**config.mk**
```make
export PLATFORM = sky130hd
export DESIGN_NAME = regfile_2r1w
export DESIGN_NICKNAME = d
export VERILOG_FILES = /design/src/rtl/regfile_2r1w.sv
export SDC_FILE = /design/constraint.sdc
export NUM_CORES = 1
export LEC_CHECK = 0
export CAP_MARGIN = 20
export CORE_MARGIN = 8
export CORE_UTILIZATION = 47
export DETAILED_ROUTE_END_ITERATION = 10
export GPL_TIMING_DRIVEN = 0
export PLACE_DENSITY = 0.66
export SLEW_MARGIN = 30
export SYNTH_ARGS = -nofsm -noshare
export SYNTH_HDL_FRONTEND = slang
export SYNTH_SLANG_ARGS = --single-unit
```
**constraint.sdc**
```tcl
create_clock -name clk -period 7.25 [get_ports clk]
set_input_delay 1.0875 -clock clk [delete_from_list [all_inputs] [get_ports clk]]
set_output_delay 1.0875 -clock clk [all_outputs]
set_load 0.03 [all_outputs]
```
**src/rtl/regfile_2r1w.sv**
```systemverilog
// Register file with one byte-enabled write port and two registered read ports.
// The array is cleared by an init sweep after reset. Define REGFILE_BYPASS_EN to forward same-edge writes to reads.
//
// state   | meaning
// --------+-----------------------------------------------------------
// ST_INIT | sweep writes RESET_VAL to every entry; requests ignored
// ST_RUN  | normal operation: byte-enabled writes, two read ports
module regfile_2r1w #(
    parameter int                DATA_W    = 32,
    parameter int                ADDR_W    = 3,
    parameter logic [DATA_W-1:0] RESET_VAL = '0
) (
    input  logic                  clk,
    input  logic                  nreset,
    output logic                  init_busy,
    input  logic                  wr_en,
    input  logic [ADDR_W-1:0]     wr_addr,
    input  logic [DATA_W/8-1:0]   wr_be,
    input  logic [DATA_W-1:0]     wr_data,
    input  logic                  rd_en_a,
    input  logic [ADDR_W-1:0]     rd_addr_a,
    output logic [DATA_W-1:0]     rd_data_a,
    output logic                  rd_vld_a,
    input  logic                  rd_en_b,
    input  logic [ADDR_W-1:0]     rd_addr_b,
    output logic [DATA_W-1:0]     rd_data_b,
    output logic                  rd_vld_b
);

    localparam int DEPTH = 2**ADDR_W;
    localparam int NBYTE = DATA_W/8;

    typedef enum logic {
        ST_INIT = 1'b0,
        ST_RUN  = 1'b1
    } state_t;

    state_t              r_state;
    state_t              w_state_nxt;
    logic [ADDR_W-1:0]   r_init_cnt;
    logic [ADDR_W-1:0]   w_init_cnt_nxt;
    logic [DATA_W-1:0]   r_mem [DEPTH];

    logic                w_run;
    logic                w_mem_we;
    logic [ADDR_W-1:0]   w_mem_addr;
    logic [DATA_W-1:0]   w_mem_wdata;
    logic [DATA_W-1:0]   w_wr_merged;
    logic [DATA_W-1:0]   w_rd_word_a;
    logic [DATA_W-1:0]   w_rd_word_b;

    logic [DATA_W-1:0]   r_rd_data_a;
    logic [DATA_W-1:0]   r_rd_data_b;
    logic                r_rd_vld_a;
    logic                r_rd_vld_b;

    // Write word: new bytes where enabled, current contents elsewhere.
    always_comb begin
        w_wr_merged = r_mem[wr_addr];
        for (int i = 0; i < NBYTE; i++) begin
            if (wr_be[i]) begin
                w_wr_merged[8*i +: 8] = wr_data[8*i +: 8];
            end
        end
    end

    always_ff @(posedge clk or negedge nreset) begin
        if (!nreset) begin
            r_state    <= ST_INIT;
            r_init_cnt <= '0;
        end else begin
            r_state    <= w_state_nxt;
            r_init_cnt <= w_init_cnt_nxt;
        end
    end

    always_comb begin
        w_state_nxt    = r_state;
        w_init_cnt_nxt = r_init_cnt;
        w_run          = 1'b0;
        w_mem_we       = 1'b0;
        w_mem_addr     = wr_addr;
        w_mem_wdata    = w_wr_merged;
        case (r_state)
            ST_INIT: begin
                w_mem_we       = 1'b1;
                w_mem_addr     = r_init_cnt;
                w_mem_wdata    = RESET_VAL;
                w_init_cnt_nxt = r_init_cnt + 1'b1;
                if (&r_init_cnt) begin
                    w_state_nxt = ST_RUN;
                end
            end
            ST_RUN: begin
                w_run    = 1'b1;
                w_mem_we = wr_en;
            end
            default: begin
                w_state_nxt    = ST_INIT;
                w_init_cnt_nxt = '0;
            end
        endcase
    end

    assign init_busy = (r_state == ST_INIT);

    // The array has no reset; the init sweep is what clears it.
    always_ff @(posedge clk) begin
        if (w_mem_we) begin
            r_mem[w_mem_addr] <= w_mem_wdata;
        end
    end

    always_comb begin
        w_rd_word_a = r_mem[rd_addr_a];
        w_rd_word_b = r_mem[rd_addr_b];
`ifdef REGFILE_BYPASS_EN
        if (wr_en && (wr_addr == rd_addr_a)) begin
            w_rd_word_a = w_wr_merged;
        end
        if (wr_en && (wr_addr == rd_addr_b)) begin
            w_rd_word_b = w_wr_merged;
        end
`else
`endif
    end

    always_ff @(posedge clk or negedge nreset) begin
        if (!nreset) begin
            r_rd_data_a <= '0;
            r_rd_data_b <= '0;
            r_rd_vld_a  <= 1'b0;
            r_rd_vld_b  <= 1'b0;
        end else if (w_run) begin
            r_rd_vld_a <= rd_en_a;
            r_rd_vld_b <= rd_en_b;
            if (rd_en_a) begin
                r_rd_data_a <= w_rd_word_a;
            end
            if (rd_en_b) begin
                r_rd_data_b <= w_rd_word_b;
            end
        end else begin
            r_rd_vld_a <= 1'b0;
            r_rd_vld_b <= 1'b0;
        end
    end

    assign rd_data_a = r_rd_data_a;
    assign rd_data_b = r_rd_data_b;
    assign rd_vld_a  = r_rd_vld_a;
    assign rd_vld_b  = r_rd_vld_b;

endmodule
```
==> run metrics <==
largest net degree at the start of global routing=39; CTS buffer count=36; Multi-input gate area=0.00733 mm2; Clock Path Buffers=3; RSZ-0062 raised after global routing=no; vias in the first global route=12.6k; CP Cell Sequence=clkdlybuf4s50_1, nor2b_1, buf_2, clkbuf_1, a22oi_1, nor2_4, buf_16, buf_16; Placement Setup Slack=2.94 ns; GRT overflow=0; CTS Sinks=326; number of port buffers=109; crit path from=wr_addr[1]; Starting Density=47.6%; Vias=12.5k; Iter 0 DRT Violations=between 1k and 1.5k; share of layout cells above drive strength 1=30.7%; I/O pin count=117; core area=0.0365 mm2; leading register cell type out of synthesis=edfxtp_1; crit path max fanout=13; post-route minimum period=3.91 ns; critical path depth in cells=8; TritonRoute pass-1 iters=8; cell type of the slowest stage on the worst timing path=clkbuf_1; Worst slew margin=28.1%; outcome=finished, final reports clean; CP Class=in -> reg; register area=0.00944 mm2; register area share after synthesis=54.3%; Final period util=53.9%; commonest non-fill, non-tap cell in the layout=mux2_2; r2r endpoint=r_mem[2][1]$_DFFE_PP_; Worst Hold Class=in -> async; Die Span Y=208 um; Buf/Inv on CP=5; Synth top area share=between 40% and 50%; # setup viols final=0; Layout fillers=2,968; Total Power=4790 uW; critical path endpoint=r_mem[2][1]$_DFFE_PP_; Syn Nets=1,331; Area Growth Syn to Fin=19.4%; die width=208 um; post-layout util=a little under three fifths; Distinct cells, synth=28; Peak VDD IR=126 uV; Area contributors post-synth=edfxtp_1 44%, mux2_2 17%, dfrtp_1 10%; post-route setup slack=about 3.3 ns; crit-path most repeated cell=buf_16; Post-synth EDFFs=256; global-route wire length before repair=85,100 um; Pleak=0.00751 uW; Power Dens Cells=231 mW/mm2; postcts setup bufs=0; CTS tree=yes; FF-to-FF path depth=6; FP Rows=70; GRT Util Overall=26.7%; Detail Placement HPWL=39,700 um; hold-fix buffers at CTS=0; Antenna Nets Post-Route=0; clock root buffer=clkbuf_16; Mapped Area=0.0174 mm2; final wirelength=59,900 um; WL/cell=30.9 um; CTS resizes=0; flop2flop setup slack=4.52 ns; commonest cells after routing, fill and taps aside=257 x mux2_2, 256 x edfxtp_1, 128 x mux2i_1, 108 x clkdlybuf4s50_1, 100 x nand2_1; CP top delay family=buffers and inverters; Mean Syn Cell Area=13.6 um2; Final Max Tran Viols=0; Slowest Stage Delay on Critical Path=around 0.76 ns; GP Congestion=0.887; Worst R2R Start=r_state$_DFF_PN0_; # diodes=0; Max-Cap Viols=0; cell area after layout=between 0.02 and 0.025 mm2; Vias/cell=6.47; initial antenna violation count=0; CP Data Arrival Time=4.12 ns; # H-tree levels=2; Worst EP required=about 7.5 ns; setup TNS=0 ns; slew of the pin with the lowest slew margin=1.08 ns; Synth async-reset ratio=21.5%; Yosys top cell by area=edfxtp_1; drt drc=0; Post-DP Area=around 0.02 mm2; critical path capture point type=flop; worst-skew pair later-pin latency=0.51 ns; Post-Syn Instances=approximately 1.3k; final hold vios=0; FF+latch count, synth=326; # nets final=1,496; Max Clock Skew=0.0131 ns; synth warn=0; clock-pin transition on the worst setup and hold timing paths=around 0.06 ns; Fmax=256 MHz; DIE AREA=0.0434 mm2; crit start category=input port
## cells in the mapped netlist, types with 2 or more instances
| master | n |
|---|---|
| dfrtp_1 | 70 |
| o31ai_2 | 64 |
| a21oi_1 | 33 |
| buf_2 | 13 |
| ha_1 | 2 |
| nand2b_1 | 2 |
| buf_4 | 20 |
| a22o_1 | 64 |
| a22oi_1 | 36 |
| mux2i_1 | 128 |
| buf_8 | 4 |
| inv_1 | 9 |
| o21ai_0 | 32 |
| clkbuf_1 | 55 |
| nor2b_1 | 5 |
| nor2_1 | 13 |
| mux2_2 | 257 |
| o22ai_1 | 64 |
| a31oi_1 | 33 |
| edfxtp_1 | 256 |
| buf_6 | 13 |
| nand2_1 | 100 |
## registers in the layout, summed over array words and instances (netlist names)
name and count:
r_mem 256, rd_data_a 32, rd_data_b 32, r_init_cnt 3, r_state 1, rd_vld_a 1
rd_vld_b 1
## how the worst min path moves through the flow
stage                              startpoint                   endpoint  slack, ns  cells past startpoint
floorplan           r_init_cnt[0]$_DFFE_PN0N_  r_init_cnt[0]$_DFFE_PN0N_       0.48                      1
finish                                 nreset  rd_data_b[18]$_DFFE_PN0P_       0.48                      1
detailed placement   rd_data_b[5]$_DFFE_PN0P_   rd_data_b[5]$_DFFE_PN0P_       0.47                      2
global route                           nreset  rd_data_b[18]$_DFFE_PN0P_       0.51                      1
CTS                  rd_data_b[5]$_DFFE_PN0P_   rd_data_b[5]$_DFFE_PN0P_       0.49                      2
global placement    rd_data_b[20]$_DFFE_PN0P_  rd_data_b[20]$_DFFE_PN0P_       0.47                      2
## kinds of logic (layout without fill, tap and decap cells)
group | Yosys count | after routing | share of synthesized area [%]
flip-flops | 326 | 326 | 54.3
multiplexers | 386 | 386 | 24.1
buffers and inverters | 115 | 305 | 3.83
AO/OA/AOI/OAI | 326 | 326 | 14.8
AND/OR/NAND/NOR | 123 | 123 | 2.80
XOR/XNOR | 1 | 1 | 0.0504
adder cells (fa/ha/maj) | 2 | 2 | 0.144
## where the power goes
group          switching [uW]  leakage (uW)  total (uW)  internal, uW
registers                50.6       0.00315        2170          2120
clock network             737      0.000569        1840          1110
logic                     463       0.00379         770           306
## metrics by stage
stage | hold slack, ns | std cells
2_1_floorplan | 0.485 | 1279
3_3_place_gp | 0.468 | 1856
3_5_place_dp | 0.473 | 1874
4_1_cts | 0.485 | 1937
5_1_grt | 0.508 | 1937
6_report | 0.480 | 1937
## final cells by class
type	count	area share, %
sequential	326	45.5
multi-input combinational	838	35.3
timing repair buffer	127	7.53
clock buffer	50	4.84
buffer	106	3.07
tap	468	2.82
clock inverter	13	0.766
inverter	9	0.163
## worst reg2reg max path, stage by stage (launching register included)
cell and delay [ns]:
dfrtp_1 0.35, buf_2 0.25, clkbuf_1 0.40, a31oi_1 0.44, nor2_4 0.58, buf_16 0.22
buf_16 0.17
## metal layers
metal	up-vias	global-route usage [%]	share of wire, %
met5	-	0	0
met1	6280	36.9	42
met4	0	7.93	2.8
met3	122	4.46	9.8
li1	5373	-	-
met2	756	42.7	46
Note: power is estimated with default switching activity, not from simulation.
